`src/rtl/vector_accumulator_pkg.sv`:
```
// rtl/vector_accumulator_pkg.sv - shared types and arithmetic helpers for vector_accumulator
package vector_accumulator_pkg;

  // Run-control states for the accumulation FSM
  typedef enum logic [1:0] {
    IDLE  = 2'd0,
    ACCUM = 2'd1,
    HOLD  = 2'd2
  } state_t;

  // Accumulator width: input width plus headroom bits
  function automatic int acc_width(input int data_width, input int guard_bits);
    return data_width + guard_bits;
  endfunction

  // Largest positive value representable in w-bit two's complement
  function automatic logic signed [63:0] sat_max(input int w);
    return (64'sd1 <<< (w - 1)) - 64'sd1;
  endfunction

  // Most negative value representable in w-bit two's complement
  function automatic logic signed [63:0] sat_min(input int w);
    return -(64'sd1 <<< (w - 1));
  endfunction

endpackage

```
`src/rtl/accumulator_lane.sv`:
```
// rtl/accumulator_lane.sv - one signed accumulator lane with overflow detect; ACC_SATURATE_EN selects clamping
module accumulator_lane
  import vector_accumulator_pkg::*;
#(
  parameter int DATA_WIDTH = 4,
  parameter int ACC_W      = 7
) (
  input  logic                  clk,
  input  logic                  rst,
  input  logic                  clear,
  input  logic                  add_en,
  input  logic [DATA_WIDTH-1:0] in_data,
  output logic [ACC_W-1:0]      sum,
  output logic                  overflow
);

  // One extra bit holds the exact sum of an ACC_W-bit value and a narrower one
  logic signed [ACC_W:0]   sum_x;
  logic signed [ACC_W:0]   in_x;
  logic signed [ACC_W:0]   exact;
  logic                    add_ovf;
  logic        [ACC_W-1:0] sum_nxt;

  assign sum_x   = {sum[ACC_W-1], sum};
  assign in_x    = {{(ACC_W + 1 - DATA_WIDTH){in_data[DATA_WIDTH-1]}}, in_data};
  assign exact   = sum_x + in_x;
  // Result not representable when the top two bits of the exact sum disagree
  assign add_ovf = exact[ACC_W] ^ exact[ACC_W-1];

`ifdef ACC_SATURATE_EN
  localparam logic [ACC_W-1:0] LANE_MAX = ACC_W'(sat_max(ACC_W));
  localparam logic [ACC_W-1:0] LANE_MIN = ACC_W'(sat_min(ACC_W));

  // Clamp toward the true sign of the exact sum; clamped value is the next base
  always_comb begin
    sum_nxt = exact[ACC_W-1:0];
    if (add_ovf) begin
      sum_nxt = exact[ACC_W] ? LANE_MIN : LANE_MAX;
    end
  end
`else
  // Plain modulo-2^ACC_W wrap
  always_comb begin
    sum_nxt = exact[ACC_W-1:0];
  end
`endif

  // Sum and sticky overflow: cleared by reset or run start, updated per accepted beat
  always_ff @(posedge clk) begin
    if (rst || clear) begin
      sum      <= '0;
      overflow <= 1'b0;
    end else if (add_en) begin
      sum      <= sum_nxt;
      overflow <= overflow | add_ovf;
    end
  end

endmodule

```
`src/rtl/vector_accumulator.sv`:
```
// rtl/vector_accumulator.sv - multi-lane handshaked vector accumulator; ACC_SATURATE_EN enables lane saturation
module vector_accumulator
  import vector_accumulator_pkg::*;
#(
  parameter int DATA_WIDTH  = 4,
  parameter int CHANNELS    = 4,
  parameter int GUARD_BITS  = 3,
  parameter int COUNT_WIDTH = 8
) (
  input  logic                                          clk,
  input  logic                                          rst,
  input  logic                                          start,
  input  logic [COUNT_WIDTH-1:0]                        num_terms,
  input  logic                                          in_valid,
  output logic                                          in_ready,
  input  logic [CHANNELS*DATA_WIDTH-1:0]                in_data,
  output logic                                          out_valid,
  input  logic                                          out_ready,
  output logic [CHANNELS*(DATA_WIDTH+GUARD_BITS)-1:0]   out_data,
  output logic [CHANNELS-1:0]                           overflow,
  output logic                                          busy
);

  localparam int ACC_W = acc_width(DATA_WIDTH, GUARD_BITS);

  state_t                 state;
  logic [COUNT_WIDTH-1:0] count_q;
  logic [COUNT_WIDTH-1:0] terms_q;
  logic [COUNT_WIDTH-1:0] count_nxt;
  logic                   lane_clear;
  logic                   beat;

  // A start is only honoured in IDLE; beats only count in ACCUM with the handshake
  assign lane_clear = (state == IDLE) && start;
  assign beat       = (state == ACCUM) && in_valid && in_ready;
  assign count_nxt  = count_q + COUNT_WIDTH'(1);

  // Run-control FSM with registered handshake and busy outputs
  always_ff @(posedge clk) begin
    if (rst) begin
      state     <= IDLE;
      count_q   <= '0;
      terms_q   <= '0;
      in_ready  <= 1'b0;
      out_valid <= 1'b0;
      busy      <= 1'b0;
    end else begin
      case (state)
        IDLE: begin
          if (start) begin
            terms_q <= num_terms;
            count_q <= '0;
            busy    <= 1'b1;
            if (num_terms == '0) begin
              state     <= HOLD;
              out_valid <= 1'b1;
            end else begin
              state    <= ACCUM;
              in_ready <= 1'b1;
            end
          end
        end
        ACCUM: begin
          if (beat) begin
            count_q <= count_nxt;
            if (count_nxt == terms_q) begin
              state     <= HOLD;
              in_ready  <= 1'b0;
              out_valid <= 1'b1;
            end
          end
        end
        HOLD: begin
          if (out_ready) begin
            state     <= IDLE;
            out_valid <= 1'b0;
            busy      <= 1'b0;
          end
        end
        default: begin
          state     <= IDLE;
          in_ready  <= 1'b0;
          out_valid <= 1'b0;
          busy      <= 1'b0;
        end
      endcase
    end
  end

  // One independent lane per channel; sums drive out_data directly and only move in ACCUM
  for (genvar i = 0; i < CHANNELS; i++) begin : g_lane
    accumulator_lane #(
      .DATA_WIDTH (DATA_WIDTH),
      .ACC_W      (ACC_W)
    ) u_lane (
      .clk      (clk),
      .rst      (rst),
      .clear    (lane_clear),
      .add_en   (beat),
      .in_data  (in_data[i*DATA_WIDTH +: DATA_WIDTH]),
      .sum      (out_data[i*ACC_W +: ACC_W]),
      .overflow (overflow[i])
    );
  end

endmodule

```
`config.mk`:
```
export PLATFORM = sky130hd
export DESIGN_NAME = vector_accumulator
export DESIGN_NICKNAME = d
export VERILOG_FILES = /design/src/rtl/vector_accumulator_pkg.sv /design/src/rtl/accumulator_lane.sv /design/src/rtl/vector_accumulator.sv
export SDC_FILE = /design/constraint.sdc
export NUM_CORES = 1
export LEC_CHECK = 0
export ABC_AREA = 1
export CAP_MARGIN = 25
export CORE_MARGIN = 2
export CORE_UTILIZATION = 40
export CTS_BUF_LIST = sky130_fd_sc_hd__clkbuf_8
export CTS_CLUSTER_SIZE = 24
export DETAILED_ROUTE_END_ITERATION = 16
export SYNTH_ARGS = -nofsm -noshare
export SYNTH_HDL_FRONTEND = slang
export SYNTH_SLANG_ARGS = --single-unit
```
`constraint.sdc`:
```
create_clock -name clk -period 2.75 [get_ports clk]
set_clock_uncertainty 0.2 [all_clocks]
set_input_delay 0.55 -clock clk [delete_from_list [all_inputs] [get_ports clk]]
set_output_delay 0.55 -clock clk [all_outputs]
set_load 0.05 [all_outputs]
```
==> impl_metrics.csv <==
group,metric,value,unit
outcome,status,"finished, final reports clean",
routing,firstDrtPassIters,5,
synthesis,synth_edf_count,0,
die,fp.dieH,95.8,um
cells_and_area,diodes,0,
hold_path,holdPathStages,2,
setup_path,cp_max_fo,3,
power_and_ir_drop,ir_drop,0.220,mV
routing,vias_per_cell,4.96,
hold_path,hold_path_class,"reg2reg",
synthesis,syn_inst,478,
cells_and_area,drive_above_1_share,6.55,%
hold_path,hold_start,"out_valid",
global_route,use_met3,2.82,%
global_route,grt_pass1_vias,3065,
setup_path,reg2reg_depth,9,
cts,clockBufferDepth,2,
setup_path,critical_path.max_stage_delay,470,ps
timing,finalSetupViolations,0,
setup_path,reg2reg_to,"g_lane[0].u_lane.overflow",
synthesis,syn_area,0.00337,mm^2
timing,period_minus_slack,2530,ps
global_route,groute.usage.overall,18.3,%
global_route,grtUsageMet2,30.6,%
global_route,gr-total-overflow,0,
timing,hold_viol_final,0,
die,ioPinCount,64,
setup_path,cpMostUsedCell,"a21oi_1",
routing,drc,0,
synthesis,avgSynthCellArea,7.05,um^2
timing,setup_tns,0,ps
synthesis,seq_area_frac_synth,31.5,%
synthesis,ys_top_cells_by_area,"dfxtp_1 (32%), ha_1 (11%), a21oi_1 (8.9%)",
setup_path,required,2740,ps
synthesis,synth_ff_type,"dfxtp_1",
die,dieArea,0.00917,mm^2
setup_path,worstSetupStartpointType,"input port",
flow_run,cap_viol_max_count,0,
synthesis,ys_warn_count,0,
cts,insertion_delay,300,ps
cells_and_area,stdcell_area,0.00426,mm^2
setup_path,arrival,2520,ps
cts,post_cts_buffers,0,
global_route,use_met1,24.9,%
setup_path,worstPathCellList,"clkdlybuf4s50_1 -> ha_1 -> inv_1 -> fa_1 -> o21ai_0 -> a21oi_1 -> o21bai_1 -> nand2_1 -> a21oi_1 -> nor2_1",
cells_and_area,syn_to_final_growth,26.6,%
cts,hold_buffers,0,
placement,place_ws,-46.7,ps
global_route,grt_max_degree,23,
timing,fin_ws,218,ps
cts,cts_resized,0,
setup_path,crit_path_end_kind,"register",
routing,wirelength,7910,um
cts,cts.clk_slew.worst_paths,90,ps
synthesis,ys_types,27,
setup_path,critPathKind,"in2reg",
cts,numCtsBuffers,5,
cells_and_area,fillers,826,
timing,tightest_slew,514,ps
cells_and_area,nets,611,
global_route,antenna_found_initial,0,
power_and_ir_drop,power.total,1920,uW
routing,postRouteAntennaNets,0,
placement,portBuffers,63,
placement,place_hpwl,6090,um
die,start_util,41.2,%
placement,placed_area,0.00416,mm^2
hold_path,whs_endpoint,"out_valid",
timing,slew_headroom,65.6,%
synthesis,synth.net_count,540,
cells_and_area,utilization,52.2,%
global_route,grt_pass1_wl,13500,um
placement,gp_congestion,0.849,
die,rows,33,
synthesis,synth.largest_area_cell,"dfxtp_1",
routing,vias,3251,
synthesis,synth_top_area_share,31.5,%
power_and_ir_drop,p_leak,0.00190,uW
cts,cts_root_buffer,"clkbuf_8",
setup_path,r2r-start,"g_lane[0].u_lane.sum[0]",
setup_path,cp_slowest_cell,"clkdlybuf4s50_1",
cts,clock-sinks,53,
timing,post-route-period-util,92.1,%
routing,drtIter0Drc,81,
global_route,grt.busiest_layer,"met2",
timing,max_freq,395,MHz
die,core,0.00818,mm^2
synthesis,synthArstFlopShare,0,%
synthesis,ys_ff_latch,53,
cts,cts_tree,"built",
power_and_ir_drop,powerDensity,451,mW/mm^2
die,dieWidth,95.8,um
timing,report.final.slew_viol_count,0,
routing,post_drt_wl_per_cell,12.1,um
timing,rsz0062_at_grt,"no",
setup_path,rrSetupSlack,530,ps
cts,cts_max_level,2,
==> stage by stage <==
step / hold WS (ps) / instances
floorplan: 230 / 478
global placement: 235 / 647
detailed placement: 240 / 647
CTS: 257 / 655
global route: 284 / 655
finish: 251 / 655
==> critical path: cells and delay by family <==
family | cells | cell delay (ps)
buffers and inverters | 2 | 520
and+or+nand+nor | 2 | 140
AOI/OAI and AO/OA | 4 | 780
adders and majority gates | 2 | 550
==> kinds of logic (layout without fill, tap and decap cells) <==
kind of cell / after synthesis / in the layout / share of synthesized area [%]
and+or+nand+nor: 178 / 178 / 22.7
DFF: 53 / 53 / 31.5
xor gates and xnor gates: 20 / 20 / 5.20
AOI/OAI and AO/OA: 115 / 115 / 17.8
adders and majority gates: 33 / 33 / 13.2
buffers and inverters: 79 / 151 / 9.73
==> power breakdown <==
| group | internal (uW) | leakage [uW] | switching [uW] |
|---|---|---|---|
| clock | 228 | 0.0000542 | 249 |
| sequential | 822 | 0.000430 | 42.0 |
| combinational | 220 | 0.00141 | 363 |
==> layer usage <==
metal / part of all wire [%] / routed length (um)
met1: 49 / 3850
met2: 47 / 3730
met3: 3.3 / 262
met4: 0.76 / 60
met5: 0 / 0
==> registers in the layout, indices dropped and copies added (netlist names) <==
signal / flops
busy: 1
terms_q: 8
in_ready: 1
out_valid: 1
state: 2
g_lane.u_lane.sum: 28
count_q: 8
g_lane.u_lane.overflow: 4
==> synth_stat cells (5+ instances only) <==
cell,count
nand2_1,72
inv_1,63
a21oi_1,60
nor2_1,57
dfxtp_1,53
o21ai_0,46
nand3_1,31
ha_1,29
xor2_1,19
buf_4,8
clkbuf_1,6
nor2_2,5
==> cells in the final DEF (no fill, tap or decap) <==
| master | Yosys | final |
|---|---|---|
| o21bai_1 | 3 | 3 |
| a211oi_1 | 1 | 1 |
| o311ai_0 | 2 | 2 |
| nand2_2 | 3 | 3 |
| inv_2 | 1 | 1 |
| ha_1 | 29 | 29 |
| o21ai_0 | 46 | 46 |
| o31ai_1 | 2 | 2 |
| xor2_1 | 19 | 19 |
| clkdlybuf4s50_1 | 0 | 63 |
| nand4_1 | 1 | 1 |
| nor2_4 | 2 | 2 |
| nor2_2 | 5 | 5 |
| xnor2_1 | 1 | 1 |
| a21oi_1 | 60 | 60 |
| nand3_2 | 1 | 1 |
| nand2_1 | 72 | 72 |
| clkbuf_8 | 0 | 7 |
| fa_1 | 4 | 4 |
| nand3b_1 | 2 | 2 |
| nand3_1 | 31 | 31 |
| dfxtp_1 | 53 | 53 |
| o21ai_1 | 1 | 1 |
| nor2_1 | 57 | 57 |
| clkinv_2 | 0 | 1 |
| nor3_1 | 4 | 4 |
| buf_4 | 8 | 16 |
| inv_1 | 63 | 63 |
==> worst max-delay path by stage <==
stage / from / to / slack [ps]
3_3_place_gp: in_data[4] / g_lane[1].u_lane.overflow / -20
5_1_grt: in_data[0] / g_lane[0].u_lane.overflow / 90
4_1_cts: in_data[0] / g_lane[0].u_lane.overflow / 260
6_report: in_data[0] / g_lane[0].u_lane.overflow / 220
3_5_place_dp: in_data[0] / g_lane[0].u_lane.overflow / -50
2_1_floorplan: g_lane[0].u_lane.sum[0] / g_lane[0].u_lane.overflow / 310
==> layout make-up <==
type / instances / area (um^2) / share of cell area (%)
flip-flops and latches: 53 / 1060 / 24.9
inverters: 64 / 240 / 5.63
multi-input cells: 346 / 1980 / 46.4
well taps: 105 / 131 / 3.08
clock buffers: 7 / 96.3 / 2.26
clock inverters: 1 / 5.00 / 0.117
repair buffers: 79 / 751 / 17.6
Power figures use the tool's default switching activity.
